## config.mk

```make
export PLATFORM = sky130hd
export DESIGN_NAME = sr_pulse_driver
export DESIGN_NICKNAME = d
export VERILOG_FILES = /design/src/rtl/sr_pkg.sv /design/src/rtl/sr_cycle_timer.sv /design/src/rtl/sr_pulse_driver.sv
export SDC_FILE = /design/constraint.sdc
export NUM_CORES = 1
export LEC_CHECK = 0
export ABC_AREA = 1
export CELL_PAD_IN_SITES_DETAIL_PLACEMENT = 2
export CELL_PAD_IN_SITES_GLOBAL_PLACEMENT = 2
export CORE_MARGIN = 3
export CORE_UTILIZATION = 28
export DETAILED_ROUTE_END_ITERATION = 7
export PLACE_DENSITY = 0.78
export SYNTH_ARGS = -nofsm -noshare
export SYNTH_HDL_FRONTEND = slang
export SYNTH_SLANG_ARGS = --single-unit
```

## constraint.sdc

```tcl
create_clock -name clock -period 1.72 [get_ports clock]
set_clock_uncertainty 0.15 [all_clocks]
set_input_delay 0.258 -clock clock [delete_from_list [all_inputs] [get_ports clock]]
set_output_delay 0.258 -clock clock [all_outputs]
set_load 0.01 [all_outputs]
```

## src/rtl/sr_pkg.sv

```systemverilog
// sr_pkg: shared state encoding and command opcodes for the SR latch driver.
package sr_pkg;
  typedef enum logic [1:0] {IDLE, PULSE, GAP, DONE} state_t;
  localparam logic OP_RESET = 1'b0;
  localparam logic OP_SET   = 1'b1;
endpackage

```

## src/rtl/sr_cycle_timer.sv

```systemverilog
// sr_cycle_timer: loadable down-counter; tc_o is high while the count sits at zero.
module sr_cycle_timer #(
  parameter int W = 8
) (
  input  logic         clk_i,
  input  logic         rst_i,
  input  logic         load_i,
  input  logic [W-1:0] val_i,
  output logic         tc_o
);
  logic [W-1:0] cnt_q, cnt_d;
  always_comb cnt_d = load_i ? val_i : (cnt_q != '0 ? cnt_q - 1'b1 : cnt_q);
  always_ff @(posedge clk_i or posedge rst_i)
    if (rst_i) cnt_q <= '0;
    else cnt_q <= cnt_d;
  assign tc_o = cnt_q == '0;
endmodule

```

## src/rtl/sr_pulse_driver.sv

```systemverilog
// sr_pulse_driver: emits N active-low pulses on set_n or reset_n per command
// and checks the latch q after every pulse.
module sr_pulse_driver import sr_pkg::*; #(
  parameter int PULSE_CYCLES = 4,
  parameter int GAP_CYCLES   = 2,
  parameter int CNT_W        = 8
) (
  input  logic             clock,
  input  logic             reset,
  input  logic             cmd_valid,
  output logic             cmd_ready,
  input  logic             cmd_op,
  input  logic [CNT_W-1:0] cmd_count,
  output logic             set_n,
  output logic             reset_n,
  input  logic             q_sense,
  output logic             busy,
  output logic             done,
  output logic             err
);
  localparam logic [CNT_W-1:0] PULSE_LD = CNT_W'(PULSE_CYCLES - 1);
  localparam logic [CNT_W-1:0] GAP_LD   = CNT_W'(GAP_CYCLES - 1);
  state_t           state_q, state_d;
  logic             op_q, op_d;
  logic [CNT_W-1:0] rem_q, rem_d;
  logic             err_q, err_d;
  logic             set_n_q, reset_n_q, busy_q, done_q;
  logic             ld, tc, accept;
  logic [CNT_W-1:0] ld_val;
  assign cmd_ready = (state_q == IDLE) & ~reset;
  assign accept    = cmd_valid & cmd_ready;
  sr_cycle_timer #(.W(CNT_W)) u_timer (
    .clk_i  (clock),
    .rst_i  (reset),
    .load_i (ld),
    .val_i  (ld_val),
    .tc_o   (tc)
  );
  always_comb begin
    state_d = state_q;
    op_d    = op_q;
    rem_d   = rem_q;
    err_d   = err_q;
    ld      = 1'b0;
    ld_val  = PULSE_LD;
    case (state_q)
      IDLE: if (accept) begin
        op_d    = cmd_op;
        rem_d   = cmd_count;
        err_d   = 1'b0;
        ld      = 1'b1;
        state_d = cmd_count != '0 ? PULSE : DONE;
      end
      PULSE: if (tc) begin
        ld      = 1'b1;
        ld_val  = GAP_LD;
        state_d = GAP;
      end
      GAP: if (tc) begin
        // Last gap cycle: the latch has settled, so q must equal the op just driven.
        err_d   = err_q | (q_sense != op_q);
        rem_d   = rem_q - 1'b1;
        ld      = 1'b1;
        state_d = rem_q == CNT_W'(1) ? DONE : PULSE;
      end
      default: state_d = IDLE;
    endcase
  end
  // Drives are registered from the next state so they change with the state itself.
  always_ff @(posedge clock or posedge reset)
    if (reset) begin
      state_q   <= IDLE;
      op_q      <= OP_RESET;
      rem_q     <= '0;
      err_q     <= 1'b0;
      set_n_q   <= 1'b1;
      reset_n_q <= 1'b1;
      busy_q    <= 1'b0;
      done_q    <= 1'b0;
    end else begin
      state_q   <= state_d;
      op_q      <= op_d;
      rem_q     <= rem_d;
      err_q     <= err_d;
      set_n_q   <= !(state_d == PULSE && op_d == OP_SET);
      reset_n_q <= !(state_d == PULSE && op_d == OP_RESET);
      busy_q    <= state_d != IDLE;
      done_q    <= state_d == DONE;
    end
  assign set_n   = set_n_q;
  assign reset_n = reset_n_q;
  assign busy    = busy_q;
  assign done    = done_q;
  assign err     = err_q;
endmodule

```

==> results by group <==
Drt
  – Wirelength per Cell: 15.1 um
  – Pre-antenna DRT Iters: 4
  – Routed WL: 4620 um
  – DR iter-0 viols: 60
  – Antenna-violating nets left: 0
  – Vias per inst: 4.76
  – Via Count: 1,456
  – DRC violation count after routing: 0

Placement
  – GP Congestion: 0.736
  – DPL Wire Length: 3140 um
  – Place WS: -0.0854 ns
  – Placement Cell Area: 0.00186 mm^2
  – IO Port Bufs: 18

Die
  – I/O pins: 19
  – Die area: 0.00631 mm^2
  – Die X: 79.4 um
  – Die Y: 79.4 um
  – Initial Utilization: 29.2%
  – Core area: 0.00517 mm^2
  – Core Rows: 26

Setup path
  – Buf/Inv on CP: 3
  – Nature of the critical path endpoint: flip-flop
  – Reg2reg setup slack: 0.02 ns
  – Worst setup SP type: flip-flop
  – FF-to-FF Start: state_q[0]$_DFF_PP0_
  – WP data arrival: 1.75 ns
  – R2r endpoint: rem_q[1]$_DFFE_PP0P_
  – Critical path required time: 1.77 ns
  – FF-to-FF path depth: 10
  – Critical path depth in cells: 10
  – Crit path max-delay family: flip-flops
  – CP dominant cell by count: inv_2
  – CP max FO: 10
  – Critical path cell sequence: inv_2 > ha_2 > inv_2 > nor2_4 > nand2_4 > o21ai_4 > nand2_8 > inv_8 > o211ai_1 > o21ai_0
  – Critical-path top delay cell: dfrtp_1
  – Max incr delay on CP: 0.41 ns
  – Worst Setup Path Type: reg -> reg

Clocking
  – Total CTS buffers: 3
  – Clock Latency Late Sink: 0.28 ns
  – Root Buffer: clkbuf_8
  – CTS tree: built
  – Clk buf depth: 2
  – Clk sinks: 24
  – Worst-path clk slew: 0.10 ns
  – Max H-tree Level: 1

Logic synthesis
  – Syn_area_per_cell: 7.59 um^2
  – Post-synthesis cell count: 199
  – Synth Register Bits: 24
  – Largest area contributor in the netlist: dfrtp_1
  – Synth Warn #: 0
  – Netlist Area Pre-Place: 0.00151 mm^2
  – Synth cell types: 27
  – Ys async rst share: 100%
  – Synthesized Nets: 219
  – Number of synthesized flops with an enable pin: 0
  – Post-synth top flop: dfrtp_1
  – Most frequent cells after synthesis: 37 x nand2_1, 30 x inv_1, 23 x nor2_1, 22 x dfrtp_1, 20 x o21ai_0
  – Yosys top cell area share: 36.5%
  – Top post-synthesis cells by area: dfrtp_1 36%, nand2_1 9.2%, inv_1 7.5%, o21ai_0 6.6%, ha_1 5.8%
  – Count leader, synth: nand2_1
  – Sequential share of the synthesized area: 39.9%

Cells and area
  – Layout cell share with drive strength beyond 1: 28.8%
  – Synth-to-layout area growth: 37.0%
  – Fillers: 611
  – N_diodes: 0
  – Layout Nets: 257
  – Fin area: 0.00207 mm^2

GRT
  – Vias in the first global route: 1,558
  – GRT Total Usage: 14.6%
  – First-pass GRT wire length: 7330 um
  – Antenna violations before repair: 0
  – Largest net degree at the start of global routing: 25
  – Global route overflow: 0

Timing
  – Hold_ws: 0.270 ns
  – Setup slack after layout: 0.0193 ns
  – Slew @ Worst Pin: 0.367 ns
  – Fmax achieved: 588 MHz
  – RSZ-0062 raised after global routing: yes
  – Fin. Hold Viols: 0
  – Max-slew violations: 0
  – Slew Limit Headroom: 75.5%
  – Tmin final: 1.70 ns
  – Final setup viols: 0
  – Period utilisation layout: 98.9%

Hold path
  – Worst hold path type: in -> async

Run status
  – Status: finished, final reports clean

Power and ir drop
  – P per Cell Area: 1670 mW/mm^2
  – VDD IR-drop max: 0.000620 V
  – LEAKAGE: 0.989 nW

Run
  – Max Cap Viol: 0
[metal layers]
metal | share of wire (%) | vias to the layer above | wire length [um] | GRT usage (%)
li1 | - | 710 | - | -
met4 | 0.87 | 0 | 40 | 4.12
met1 | 46 | 722 | 2110 | 19.0
met3 | 2.9 | 2 | 132 | 2.26
met2 | 51 | 22 | 2340 | 25.0
met5 | 0 | - | 0 | 0
[kinds of logic (layout without fill, tap and decap cells)]
group | count (synthesis) | count (layout) | share of synthesized area, %
AOI/OAI and AO/OA | 38 | 38 | 14.5
xor gates and xnor gates | 2 | 2 | 1.16
adders and majority gates | 7 | 7 | 5.80
buffers and inverters | 37 | 74 | 9.61
DFF | 24 | 24 | 39.9
and+or+nand+nor | 91 | 91 | 29.0
[what timing repair did]
action,in CTS,in global routing
endpoints found under the setup margin,12,24
setup buffers,0,5
pin swaps,1,6
hold buffers,0,0
resized for setup,9,33
[metrics by stage]
step	power, mW	std cells	setup TNS, ns	utilization [%]
finish	3.46	306	0	40.0
detailed placement	2.65	297	-0.391	35.9
CTS	3.19	301	-0.0509	37.4
global route	3.79	306	-0.757	40.0
floorplan	2.06	199	0	-
global placement	2.58	297	-0.0736	35.9
[worst reg2reg max path: cells and delay by family, from the launching register on]
| family | cells | cell delay, ns |
|---|---|---|
| AND/OR/NAND/NOR | 3 | 0.32 |
| AO/OA/AOI/OAI | 3 | 0.29 |
| adder cells (fa/ha/maj) | 1 | 0.21 |
| buffers and inverters | 3 | 0.25 |
| flip-flops | 1 | 0.41 |
[sequential cells by signal (all words and copies together), names as in the netlist]
| signal | count |
|---|---|
| busy | 1 |
| done | 1 |
| err | 1 |
| op_q | 1 |
| rem_q | 8 |
| reset_n | 1 |
| set_n | 1 |
| state_q | 2 |
| u_timer.cnt_q | 8 |
[placed cells by master, fill, tap and decap left out, types with 3 or more instances in the layout]
cell             synthesis  final
nor2_2                   2      4
inv_1                   30     25
clkbuf_8                 0      3
inv_2                    5      9
nand3_1                 13     11
dfrtp_1                 22     20
o21ai_1                  1      4
nand2_4                  3      4
o21ai_0                 20     15
ha_1                     7      4
o21ai_2                  4      5
nand2_1                 37     33
nand2_2                  5      7
clkdlybuf4s50_1          0     15
nor2_1                  23     21
buf_4                    0     16
a21oi_1                  8      7
[area by class of cell]
cell class                      count  area, um^2  share of cell area [%]
Clock buffer                        3        41.3                    2.00
Clock inverter                      1        30.0                    1.45
Inverter                           36         145                    7.01
Multi-Input combinational cell    138         867                    41.9
Sequential cell                    24         606                    29.3
Tap cell                           70        87.6                    4.23
Timing Repair Buffer               34         293                    14.1
[report_power, final]
| group | internal (mW) | leakage, nW | switching [mW] | total (mW) |
|---|---|---|---|---|
| clock | 0.312 | 0.0357 | 0.210 | 0.522 |
| combinational | 0.755 | 0.662 | 1.14 | 1.89 |
| sequential | 0.836 | 0.292 | 0.209 | 1.04 |
[worst max-delay path by stage]
stage | startpoint | end | slack [ns]
final | state_q[0]$_DFF_PP0_ | rem_q[1]$_DFFE_PP0P_ | 0.02
after global routing | state_q[0]$_DFF_PP0_ | rem_q[1]$_DFFE_PP0P_ | -0.11
after CTS | state_q[1]$_DFF_PP0_ | cmd_ready | -0.04
after detailed placement | reset | cmd_ready | -0.09
after global placement | reset | cmd_ready | -0.07
after floorplan | state_q[1]$_DFF_PP0_ | rem_q[4]$_DFFE_PP0P_ | 0.05
Power figures use the tool's default switching activity.
